### src/rtl/rom_ram_xfer_ctrl_pkg.sv
// Shared types and constants for the ROM-to-RAM transfer controller.
package rom_ram_xfer_pkg;

    typedef enum logic [2:0] {
        ST_IDLE  = 3'd0,
        ST_RUN   = 3'd1,
        ST_DRAIN = 3'd2,
        ST_FILL  = 3'd3,
        ST_DONE  = 3'd4
    } state_e;

    localparam logic MODE_COPY   = 1'b0;
    localparam logic MODE_FILL   = 1'b1;
    localparam int   ROM_LAT_MAX = 4;

endpackage

### src/rtl/rom_ram_xfer_ctrl_if.sv
// Sequencer/memory-facing signal bundle of the transfer controller.
interface rom_ram_xfer_ctrl_if #(
    parameter int ADDR_W = 3,
    parameter int DATA_W = 8
);
    logic              start;
    logic              mode;
    logic [ADDR_W-1:0] src_base;
    logic [ADDR_W-1:0] dst_base;
    logic [ADDR_W:0]   len;
    logic [DATA_W-1:0] fill_val;
    logic              abort;
    logic [DATA_W-1:0] rom_data;
    logic              read_rom;
    logic [ADDR_W-1:0] rom_addr;
    logic              write_ram;
    logic [ADDR_W-1:0] ram_addr;
    logic [DATA_W-1:0] ram_data;
    logic              busy;
    logic              done;

    modport master (
        output start, mode, src_base, dst_base, len, fill_val, abort, rom_data,
        input  read_rom, rom_addr, write_ram, ram_addr, ram_data, busy, done
    );

    modport slave (
        input  start, mode, src_base, dst_base, len, fill_val, abort, rom_data,
        output read_rom, rom_addr, write_ram, ram_addr, ram_data, busy, done
    );
endinterface

### src/rtl/rom_ram_xfer_ctrl_lat_pipe.sv
// ROM_LAT-stage valid + destination-address shift register matching ROM read latency.
module xfer_lat_pipe #(
    parameter int ADDR_W  = 3,
    parameter int ROM_LAT = 1
) (
    input  logic              clk,
    input  logic              rst_n,
    input  logic              flush_i,
    input  logic              in_valid_i,
    input  logic [ADDR_W-1:0] in_addr_i,
    output logic              out_valid_o,
    output logic [ADDR_W-1:0] out_addr_o,
    output logic              any_valid_o
);
    logic [ROM_LAT-1:0]        vld_q, vld_d;
    logic [ROM_LAT*ADDR_W-1:0] addr_q, addr_d;

    generate
        if (ROM_LAT == 1) begin : g_single
            assign vld_d  = in_valid_i;
            assign addr_d = in_addr_i;
        end else begin : g_multi
            assign vld_d  = {vld_q[ROM_LAT-2:0], in_valid_i};
            assign addr_d = {addr_q[(ROM_LAT-1)*ADDR_W-1:0], in_addr_i};
        end
    endgenerate

    always_ff @(posedge clk or negedge rst_n) begin
        if (!rst_n) begin
            vld_q  <= '0;
            addr_q <= '0;
        end else begin
            vld_q  <= flush_i ? '0 : vld_d;
            addr_q <= addr_d;
        end
    end

    assign out_valid_o = vld_q[ROM_LAT-1];
    assign out_addr_o  = addr_q[ROM_LAT*ADDR_W-1 -: ADDR_W];
    assign any_valid_o = |vld_q;
endmodule

### src/rtl/rom_ram_xfer_ctrl.sv
// Copies a block of words ROM->RAM, or fills a RAM block with a constant.
//   state    | meaning
//   ST_IDLE  | waiting for start
//   ST_RUN   | issuing ROM reads (copy)
//   ST_DRAIN | reads done, waiting for in-flight writes
//   ST_FILL  | writing fill constant
//   ST_DONE  | one-cycle done pulse
module rom_ram_xfer_ctrl
    import rom_ram_xfer_pkg::*;
#(
    parameter int ADDR_W  = 3,
    parameter int DATA_W  = 8,
    parameter int ROM_LAT = 1
) (
    input logic               clk,
    input logic               rst_n,
    rom_ram_xfer_ctrl_if.slave bus
);
    state_e            state_q, state_d;
    logic [ADDR_W-1:0] src_cnt_q, src_cnt_d;
    logic [ADDR_W-1:0] dst_cnt_q, dst_cnt_d;
    logic [ADDR_W:0]   rem_q, rem_d;
    logic [DATA_W-1:0] fill_q, fill_d;
    logic              read_rom_q, read_rom_d;
    logic [ADDR_W-1:0] rom_addr_q, rom_addr_d;
    logic              write_ram_q, write_ram_d;
    logic [ADDR_W-1:0] ram_addr_q, ram_addr_d;
    logic [DATA_W-1:0] ram_data_q, ram_data_d;
    logic              busy_q, busy_d;
    logic              done_q, done_d;
    logic              flush;
    logic              pipe_out_valid, pipe_any_valid;
    logic [ADDR_W-1:0] pipe_out_addr;

    localparam logic [ADDR_W-1:0] A_ONE = ADDR_W'(1);
    localparam logic [ADDR_W:0]   L_ONE = (ADDR_W+1)'(1);

    // Each issued read carries its destination address down the latency pipe.
    xfer_lat_pipe #(.ADDR_W(ADDR_W), .ROM_LAT(ROM_LAT)) u_pipe (
        .clk        (clk),
        .rst_n      (rst_n),
        .flush_i    (flush),
        .in_valid_i (read_rom_q),
        .in_addr_i  (dst_cnt_q),
        .out_valid_o(pipe_out_valid),
        .out_addr_o (pipe_out_addr),
        .any_valid_o(pipe_any_valid)
    );

    always_ff @(posedge clk or negedge rst_n) begin
        if (!rst_n) begin
            state_q     <= ST_IDLE;
            src_cnt_q   <= '0;
            dst_cnt_q   <= '0;
            rem_q       <= '0;
            fill_q      <= '0;
            read_rom_q  <= 1'b0;
            rom_addr_q  <= '0;
            write_ram_q <= 1'b0;
            ram_addr_q  <= '0;
            ram_data_q  <= '0;
            busy_q      <= 1'b0;
            done_q      <= 1'b0;
        end else begin
            state_q     <= state_d;
            src_cnt_q   <= src_cnt_d;
            dst_cnt_q   <= dst_cnt_d;
            rem_q       <= rem_d;
            fill_q      <= fill_d;
            read_rom_q  <= read_rom_d;
            rom_addr_q  <= rom_addr_d;
            write_ram_q <= write_ram_d;
            ram_addr_q  <= ram_addr_d;
            ram_data_q  <= ram_data_d;
            busy_q      <= busy_d;
            done_q      <= done_d;
        end
    end

    always_comb begin
        state_d     = state_q;
        src_cnt_d   = src_cnt_q;
        dst_cnt_d   = dst_cnt_q;
        rem_d       = rem_q;
        fill_d      = fill_q;
        read_rom_d  = 1'b0;
        rom_addr_d  = rom_addr_q;
        write_ram_d = pipe_out_valid;
        ram_addr_d  = pipe_out_valid ? pipe_out_addr : ram_addr_q;
        ram_data_d  = pipe_out_valid ? bus.rom_data  : ram_data_q;
        busy_d      = busy_q;
        done_d      = 1'b0;
        flush       = 1'b0;

        unique case (state_q)
            ST_IDLE: begin
                if (bus.start) begin
                    if (bus.len == '0) begin
                        state_d = ST_DONE;
                        done_d  = 1'b1;
                    end else begin
                        rem_d  = bus.len - L_ONE;
                        fill_d = bus.fill_val;
                        busy_d = 1'b1;
                        if (bus.mode == MODE_FILL) begin
                            state_d     = ST_FILL;
                            write_ram_d = 1'b1;
                            ram_addr_d  = bus.dst_base;
                            ram_data_d  = bus.fill_val;
                            dst_cnt_d   = bus.dst_base + A_ONE;
                        end else begin
                            state_d    = ST_RUN;
                            read_rom_d = 1'b1;
                            rom_addr_d = bus.src_base;
                            src_cnt_d  = bus.src_base + A_ONE;
                            dst_cnt_d  = bus.dst_base;
                        end
                    end
                end
            end
            ST_RUN: begin
                if (read_rom_q) dst_cnt_d = dst_cnt_q + A_ONE;
                if (rem_q != '0) begin
                    read_rom_d = 1'b1;
                    rom_addr_d = src_cnt_q;
                    src_cnt_d  = src_cnt_q + A_ONE;
                    rem_d      = rem_q - L_ONE;
                end else begin
                    state_d = ST_DRAIN;
                end
            end
            ST_DRAIN: begin
                // Pipe empty means the write now on the bus is the last one.
                if (!pipe_any_valid) begin
                    state_d = ST_DONE;
                    done_d  = 1'b1;
                    busy_d  = 1'b0;
                end
            end
            ST_FILL: begin
                if (rem_q != '0) begin
                    write_ram_d = 1'b1;
                    ram_addr_d  = dst_cnt_q;
                    ram_data_d  = fill_q;
                    dst_cnt_d   = dst_cnt_q + A_ONE;
                    rem_d       = rem_q - L_ONE;
                end else begin
                    state_d = ST_DONE;
                    done_d  = 1'b1;
                    busy_d  = 1'b0;
                end
            end
            ST_DONE: begin
                state_d = ST_IDLE;
            end
            default: begin
                state_d = ST_IDLE;
                busy_d  = 1'b0;
            end
        endcase

        if (bus.abort && (state_q == ST_RUN || state_q == ST_DRAIN || state_q == ST_FILL)) begin
            state_d     = ST_IDLE;
            read_rom_d  = 1'b0;
            write_ram_d = 1'b0;
            busy_d      = 1'b0;
            done_d      = 1'b0;
            flush       = 1'b1;
        end
    end

    assign bus.read_rom  = read_rom_q;
    assign bus.rom_addr  = rom_addr_q;
    assign bus.write_ram = write_ram_q;
    assign bus.ram_addr  = ram_addr_q;
    assign bus.ram_data  = ram_data_q;
    assign bus.busy      = busy_q;
    assign bus.done      = done_q;
endmodule

### src/flat_wrapper.sv
// flat-port wrapper written by rule: the top's interface ports become plain ports
module rom_ram_xfer_ctrl_flat import rom_ram_xfer_pkg::*;
#(
    parameter int ADDR_W  = 3,
    parameter int DATA_W  = 8,
    parameter int ROM_LAT = 1
)
  (clk, rst_n, bus_start, bus_mode, bus_src_base, bus_dst_base, bus_len, bus_fill_val, bus_abort, bus_rom_data, bus_read_rom, bus_rom_addr, bus_write_ram, bus_ram_addr, bus_ram_data, bus_busy, bus_done);
  rom_ram_xfer_ctrl_if #(.ADDR_W(ADDR_W), .DATA_W(DATA_W)) bus_i ();
  input logic clk;
  input logic rst_n;
  input wire logic [$bits(bus_i.start)-1:0] bus_start;
  input wire logic [$bits(bus_i.mode)-1:0] bus_mode;
  input wire logic [$bits(bus_i.src_base)-1:0] bus_src_base;
  input wire logic [$bits(bus_i.dst_base)-1:0] bus_dst_base;
  input wire logic [$bits(bus_i.len)-1:0] bus_len;
  input wire logic [$bits(bus_i.fill_val)-1:0] bus_fill_val;
  input wire logic [$bits(bus_i.abort)-1:0] bus_abort;
  input wire logic [$bits(bus_i.rom_data)-1:0] bus_rom_data;
  output wire logic [$bits(bus_i.read_rom)-1:0] bus_read_rom;
  output wire logic [$bits(bus_i.rom_addr)-1:0] bus_rom_addr;
  output wire logic [$bits(bus_i.write_ram)-1:0] bus_write_ram;
  output wire logic [$bits(bus_i.ram_addr)-1:0] bus_ram_addr;
  output wire logic [$bits(bus_i.ram_data)-1:0] bus_ram_data;
  output wire logic [$bits(bus_i.busy)-1:0] bus_busy;
  output wire logic [$bits(bus_i.done)-1:0] bus_done;
  assign bus_i.start = bus_start;
  assign bus_i.mode = bus_mode;
  assign bus_i.src_base = bus_src_base;
  assign bus_i.dst_base = bus_dst_base;
  assign bus_i.len = bus_len;
  assign bus_i.fill_val = bus_fill_val;
  assign bus_i.abort = bus_abort;
  assign bus_i.rom_data = bus_rom_data;
  assign bus_read_rom = bus_i.read_rom;
  assign bus_rom_addr = bus_i.rom_addr;
  assign bus_write_ram = bus_i.write_ram;
  assign bus_ram_addr = bus_i.ram_addr;
  assign bus_ram_data = bus_i.ram_data;
  assign bus_busy = bus_i.busy;
  assign bus_done = bus_i.done;
  rom_ram_xfer_ctrl #(.ADDR_W(ADDR_W), .DATA_W(DATA_W), .ROM_LAT(ROM_LAT)) u_core (.clk(clk), .rst_n(rst_n), .bus(bus_i));
endmodule
### config.mk
export PLATFORM = sky130hd
export DESIGN_NAME = rom_ram_xfer_ctrl_flat
export DESIGN_NICKNAME = d
export VERILOG_FILES = /design/src/rtl/rom_ram_xfer_ctrl_pkg.sv /design/src/rtl/rom_ram_xfer_ctrl_if.sv /design/src/rtl/rom_ram_xfer_ctrl_lat_pipe.sv /design/src/rtl/rom_ram_xfer_ctrl.sv /design/src/flat_wrapper.sv
export SDC_FILE = /design/constraint.sdc
export NUM_CORES = 1
export LEC_CHECK = 0
export ABC_AREA = 1
export CAP_MARGIN = 10
export CORE_MARGIN = 2
export CORE_UTILIZATION = 50
export DETAILED_ROUTE_END_ITERATION = 8
export PLACE_DENSITY = 0.87
export SYNTH_ARGS = -nofsm -noshare
export SYNTH_HDL_FRONTEND = slang
export SYNTH_SLANG_ARGS = --single-unit
### constraint.sdc
create_clock -name clk -period 2.55 [get_ports clk]
set_clock_uncertainty 0.15 [all_clocks]
set_input_delay 0.51 -clock clk [delete_from_list [all_inputs] [get_ports clk]]
set_output_delay 0.51 -clock clk [all_outputs]
set_load 0.05 [all_outputs]
**Yosys cells after proc, flatten, opt, wreduce, memory -nomap -nowiden**

Index checks and enable logic that the tools add are counted.

- Output and inout port bits: 18
- Logic and storage cells: 121
- Flip-flop bits (word level): 43

- Mux-type cells: 66
- Add/subtract/negate cells: 6
- Bitwise gates (word level): 1
- Equality and inequality tests: 17
- Reduce and logical (&&, ||, !) cells: 17

Operators by type and width:

| cell | count |
|---|---|
| $mux 3 | 24 |
| $mux 8 | 5 |
| $mux 1 | 22 |
| $pmux 3 s2 | 3 |
| $pmux 8 s2 | 1 |
| $reduce_and 5->1 | 3 |
| $add 3x1->3 const B | 4 |
| $mux 4 | 3 |
| $ne 3x3->1 const B | 4 |
| $pmux 3 s4 | 1 |
| $ne 2x1->1 const B | 5 |
| $pmux 3 s3 | 1 |
| $pmux 4 s2 | 1 |
| $reduce_and 4->1 | 2 |
| $sub 4x1->4 const B | 2 |
| $eq 3x2->1 const B | 2 |
| $ne 2x2->1 const B | 3 |
| $logic_not 4->1 | 1 |
| $pmux 1 s2 | 2 |
| $pmux 1 s4 | 1 |
| $reduce_bool 2->1 | 2 |
| $reduce_bool 4->1 | 1 |
| $reduce_or 2->1 | 2 |
| $eq 3x1->1 const B | 1 |
| 10 further kinds | 11 |

**Depth between registers and ports, before layout**

- Word-level depth: 6
- Gate-level depth with buffers: 12
- Gate-level depth less buffers: 12

**By module**

Synthesis repeated with hierarchy kept, for this count alone.

- Cell total of the unflattened synthesis: 306
- Area total of the unflattened synthesis: 2,359.8 um^2

Modules (own cells, without submodules):

| module | area each (um^2) | instances | cells an instance |
|---|---|---|---|
| rom_ram_xfer_ctrl | 2,242.2 | 1 | 299 |
| xfer_lat_pipe | 117.6 | 1 | 7 |

**Least setup slack after synthesis**

OpenSTA, ideal clock, no wires.

- Path type: reg2reg
- Start point: reg u_core.state_q[2]
- End point: reg u_core.src_cnt_q[2]
- Buffers on the path: 0
- Clock period less this slack: 1.715 ns
- Cell stages (with the launch flop): 13
- Setup slack: 0.835 ns
- Library setup time: 0.117 ns
- Arrival: 1.449 ns
- Cell sequence: dfrtp_1 -> inv_2 -> nand2_4 -> inv_2 -> nand2_1 -> nand2_1 -> and2_4 -> inv_1 -> ha_1 -> inv_1 -> nand3_1 -> nand3_2 -> nand2_1

- Word-level cells in the longest chain between the ends: 3

RTL lines:

| item | line | text |
|---|---|---|
| start, declared | rom_ram_xfer_ctrl.sv:19 | `state_e state_q, state_d;` |
| start signal, assigned | rom_ram_xfer_ctrl.sv:65 | `state_q <= state_d;` |
| $eq 3x1->1 or $logic_not 3->1 (tied branches) | rom_ram_xfer_ctrl.sv:95 | `unique case (state_q)` |
| $ne 2x1->1 (no line) (tied with other cells) | n/a |  |
| $reduce_and 5->1 (no line) | n/a |  |
| end signal, assigned | rom_ram_xfer_ctrl.sv:66 | `src_cnt_q <= src_cnt_d;` |
| end, declared | rom_ram_xfer_ctrl.sv:20 | `logic [ADDR_W-1:0] src_cnt_q, src_cnt_d;` |

Parallel ways exist; a longest one is shown, timed or not.
A chain may end at the register's enable or synchronous reset.

**Worst setup path in the final report**

- Start point: reg u_core.read_rom_q, in the netlist u_core.bus.read_rom
- End point: out bus_read_rom

RTL lines:

| item | line | text |
|---|---|---|
| start, declared | rom_ram_xfer_ctrl.sv:24 | `logic read_rom_q, read_rom_d;` |
| start signal, assigned | rom_ram_xfer_ctrl.sv:70 | `read_rom_q <= read_rom_d;` |
| end, declared | flat_wrapper.sv:20 | `output wire logic [$bits(bus_i.read_rom)-1:0] bus_read_rom;` |

No word-level cell between the ends.

==> summary.txt <==
Timing
  – Final min period: around 2200 ps
  – Finish-stage setup viols: 0
  – Max Clk Rate: 464 MHz
  – Hold_ws: 15.0 ps
  – Final Hold Viols: 0
  – Setup TNS Final: 0 ps
  – Slew headroom: around two thirds
  – Max-slew violations: 0
  – RSZ-0062 raised after global routing: no
  – Period utilization: between 80% and 90%
  – Worst slew pin tran: roughly 500 ps

Detailed routing
  – Via-to-Cell Ratio: ~4.8
  – Via count: roughly 2200
  – Met2 WL: approximately 2700 um
  – Met1 WL: 2460 um
  – Drt drc: 0
  – Routed WL per cell: 11.7 um
  – Routed wl met3: 217 um
  – Top Layer Used: met4
  – First DRT Iteration DRCs: 165
  – Post-Route WL: 5440 um
  – Initial DRT Pass Iterations: 5
  – Final ANT Viol Nets: 0

Power and ir drop
  – PwrDens: approximately 1200 mW/mm^2
  – Lkg Pwr: roughly 1.6 nW
  – VDD IR max: ~0.00069 V

Die
  – Core ar.: 0.00475 mm^2
  – Die Y: 74.3 um
  – Rows: 25
  – Die width: approximately 74 um
  – Starting density of the core: about half
  – Die Footprint: 0.00552 mm^2
  – I/O pin count: about 50

Worst setup path
  – Slowest cell on crit path: clkdlybuf4s50_1
  – Data required time at the worst endpoint: about 1900 ps
  – Crit start category: flop
  – CP max FO: 2
  – Cells on worst reg2reg path: 12
  – CP arrival: approximately 1500 ps
  – Worst-path cell chain: clkdlybuf4s50_1
  – CP Class: flop to output port
  – WP buf/inv: 1
  – CP max stage delay: roughly 810 ps
  – R2R Setup Slk: around 570 ps
  – RR Startpoint: u_core.state_q[2]
  – RR Endpoint: u_core.src_cnt_q[2]
  – Delay-heaviest family, CP: buffers and inverters
  – Crit end category: output port
  – Critical path depth in cells: 1

Synthesis
  – Synth async-reset ratio: 100%
  – Synthesized area: between 0.002 and 0.0025 mm^2
  – Yosys top cell by area: dfrtp_1
  – Synth Area per Inst: about 7 um^2
  – Cells after synthesis: between 300 and 400
  – Synth warn: 0
  – Sequential-to-total area share from yosys stat: a little over two fifths
  – Synth Register Bits: 43
  – Largest cells by area after synthesis: dfrtp_1 (44%), nand2_1 (26%), inv_1 (5.0%)
  – Share of the synthesized area in the top cell type: 43.6%
  – List of most frequent post-synthesis cells: nand2_1 (170), dfrtp_1 (43), inv_1 (33), nand3_1 (17), nor2_1 (14)
  – Count leader, synth: nand2_1
  – Syn nets: 382
  – Yosys cell types: 32
  – Primary FF master, synth: dfrtp_1
  – EDFF count, synth: 0

Place
  – Placed cell areas: between 0.003 and 0.004 mm^2
  – Port-buffer cells: 48
  – Detail Placement HPWL: about 4100 um
  – Placer Congestion: approximately 0.85

Cells and area
  – Fill cell count: 440
  – Area grow syn2layout: 25.3%
  – Post-route cell area: 0.00309 mm^2
  – Share of cells above drive strength 1: under 10%
  – Nets: approximately 430
  – ANT cells: 0

GRT
  – Vias in the first global route: ~2200
  – GRT Resource Usage Total: 22.1%
  – Largest net degree at the start of global routing: 44
  – Initial antenna violation count: 0
  – Grt ovf: 0
  – First-pass GRT wire length: ~9300 um

Clocking
  – CTS tree: yes
  – Clock Latency Late Sink: approximately 300 ps
  – Clock buffer depth: 2
  – CTS buffer count: 5
  – Clock tree sinks: 43
  – Postcts setup bufs: 0
  – Clock slew at reported path FFs: about 80 ps
  – Post-CTS Resized: 0
  – Clock root cell: clkbuf_8
  – Hold buffers post-CTS: 0
  – H-tree lvl count: 2

Worst hold path
  – Worst hold path class: input port to asynchronous set/reset pin

Run status
  – Outcome: completed

Job
  – Max-cap viol count: 0
==> flip-flops by register name (all words and copies together), names as in the netlist <==
name                       cells
u_core.bus.ram_data            8
u_core.fill_q                  8
u_core.rem_q                   4
u_core.bus.ram_addr            3
u_core.bus.rom_addr            3
u_core.dst_cnt_q               3
u_core.src_cnt_q               3
u_core.state_q                 3
u_core.u_pipe.out_addr_o       3
u_core.bus.busy                1
u_core.bus.done                1
u_core.bus.read_rom            1
u_core.bus.write_ram           1
u_core.u_pipe.any_valid_o      1
==> routing by layer <==
layer / vias to the layer above / global-route usage [%]
met2: 53 / 40.8
met5: - / 0
met1: 991 / 25.5
li1: 1158 / -
met3: 8 / 4.20
met4: 0 / 7.74
==> final cells by class <==
cell class | count | area, um^2 | area share (%)
clock buffer | 6 | 72.6 | 2.35
clock inverter | 2 | 12.5 | 0.404
inverter | 41 | 159 | 5.14
multi-input combinational | 255 | 1180 | 38.1
sequential | 43 | 1080 | 34.8
tap | 67 | 83.8 | 2.71
timing repair buffer | 51 | 510 | 16.5
==> layout by cell type, fill, tap and decap left out, types with 2 or more instances in the layout <==
cell type        synthesis  routed
nand2_2                  3       3
o21ai_0                 12      12
ha_1                     4       4
nand3_2                  4       4
nand2_4                  2       2
nor2_2                   3       3
a21oi_1                  5       5
inv_4                    2       2
o21ai_1                  4       4
a21oi_2                  2       2
clkdlybuf4s50_1          0      47
inv_1                   33      33
nor2_4                   2       2
nand4_1                  2       2
nand2_1                170     170
nor2_1                  14      14
inv_2                    5       5
dfrtp_1                 43      43
nand3_1                 17      17
clkbuf_8                 0       5
buf_4                    0       2
xnor2_1                  2       2
==> logic make-up (layout without fill, tap and decap cells) <==
group | after synthesis | after routing | synth area share, %
XOR/XNOR | 3 | 3 | 1.06
buffers and inverters | 49 | 100 | 8.66
adder cells (fa/ha/maj) | 4 | 4 | 2.03
AO/OA/AOI/OAI | 27 | 27 | 6.18
AND/OR/NAND/NOR | 221 | 221 | 38.5
flip-flops | 43 | 43 | 43.6
==> per-stage QoR <==
step | instances | power, mW | utilization, % | setup WS [ps]
final | 465 | 3.85 | 65.1 | 397
after global placement | 457 | 3.37 | 63.3 | 456
after CTS | 465 | 3.88 | 65.1 | 378
after detailed placement | 457 | 3.44 | 63.3 | 405
after floorplan | 347 | 2.88 | - | 835
after global routing | 465 | 4.18 | 65.1 | 358
==> report_power, final <==
group / switching [mW] / internal [mW] / leakage (nW)
Clock: 0.234 / 0.191 / 0.0412
Combinational: 1.47 / 0.744 / 1.07
Sequential: 0.204 / 1.00 / 0.540
Total: 1.91 / 1.94 / 1.65
==> worst max-delay path by stage <==
stage                              startpoint                endpoint
final                     u_core.bus.read_rom            bus_read_rom
after global routing      u_core.bus.read_rom            bus_read_rom
after CTS                 u_core.bus.read_rom            bus_read_rom
after detailed placement           bus_len[1]         u_core.rem_q[2]
after global placement               bus_mode  u_core.bus.ram_data[6]
after floorplan             u_core.state_q[2]     u_core.src_cnt_q[2]
No activity file was read; power rests on OpenSTA's default activity.
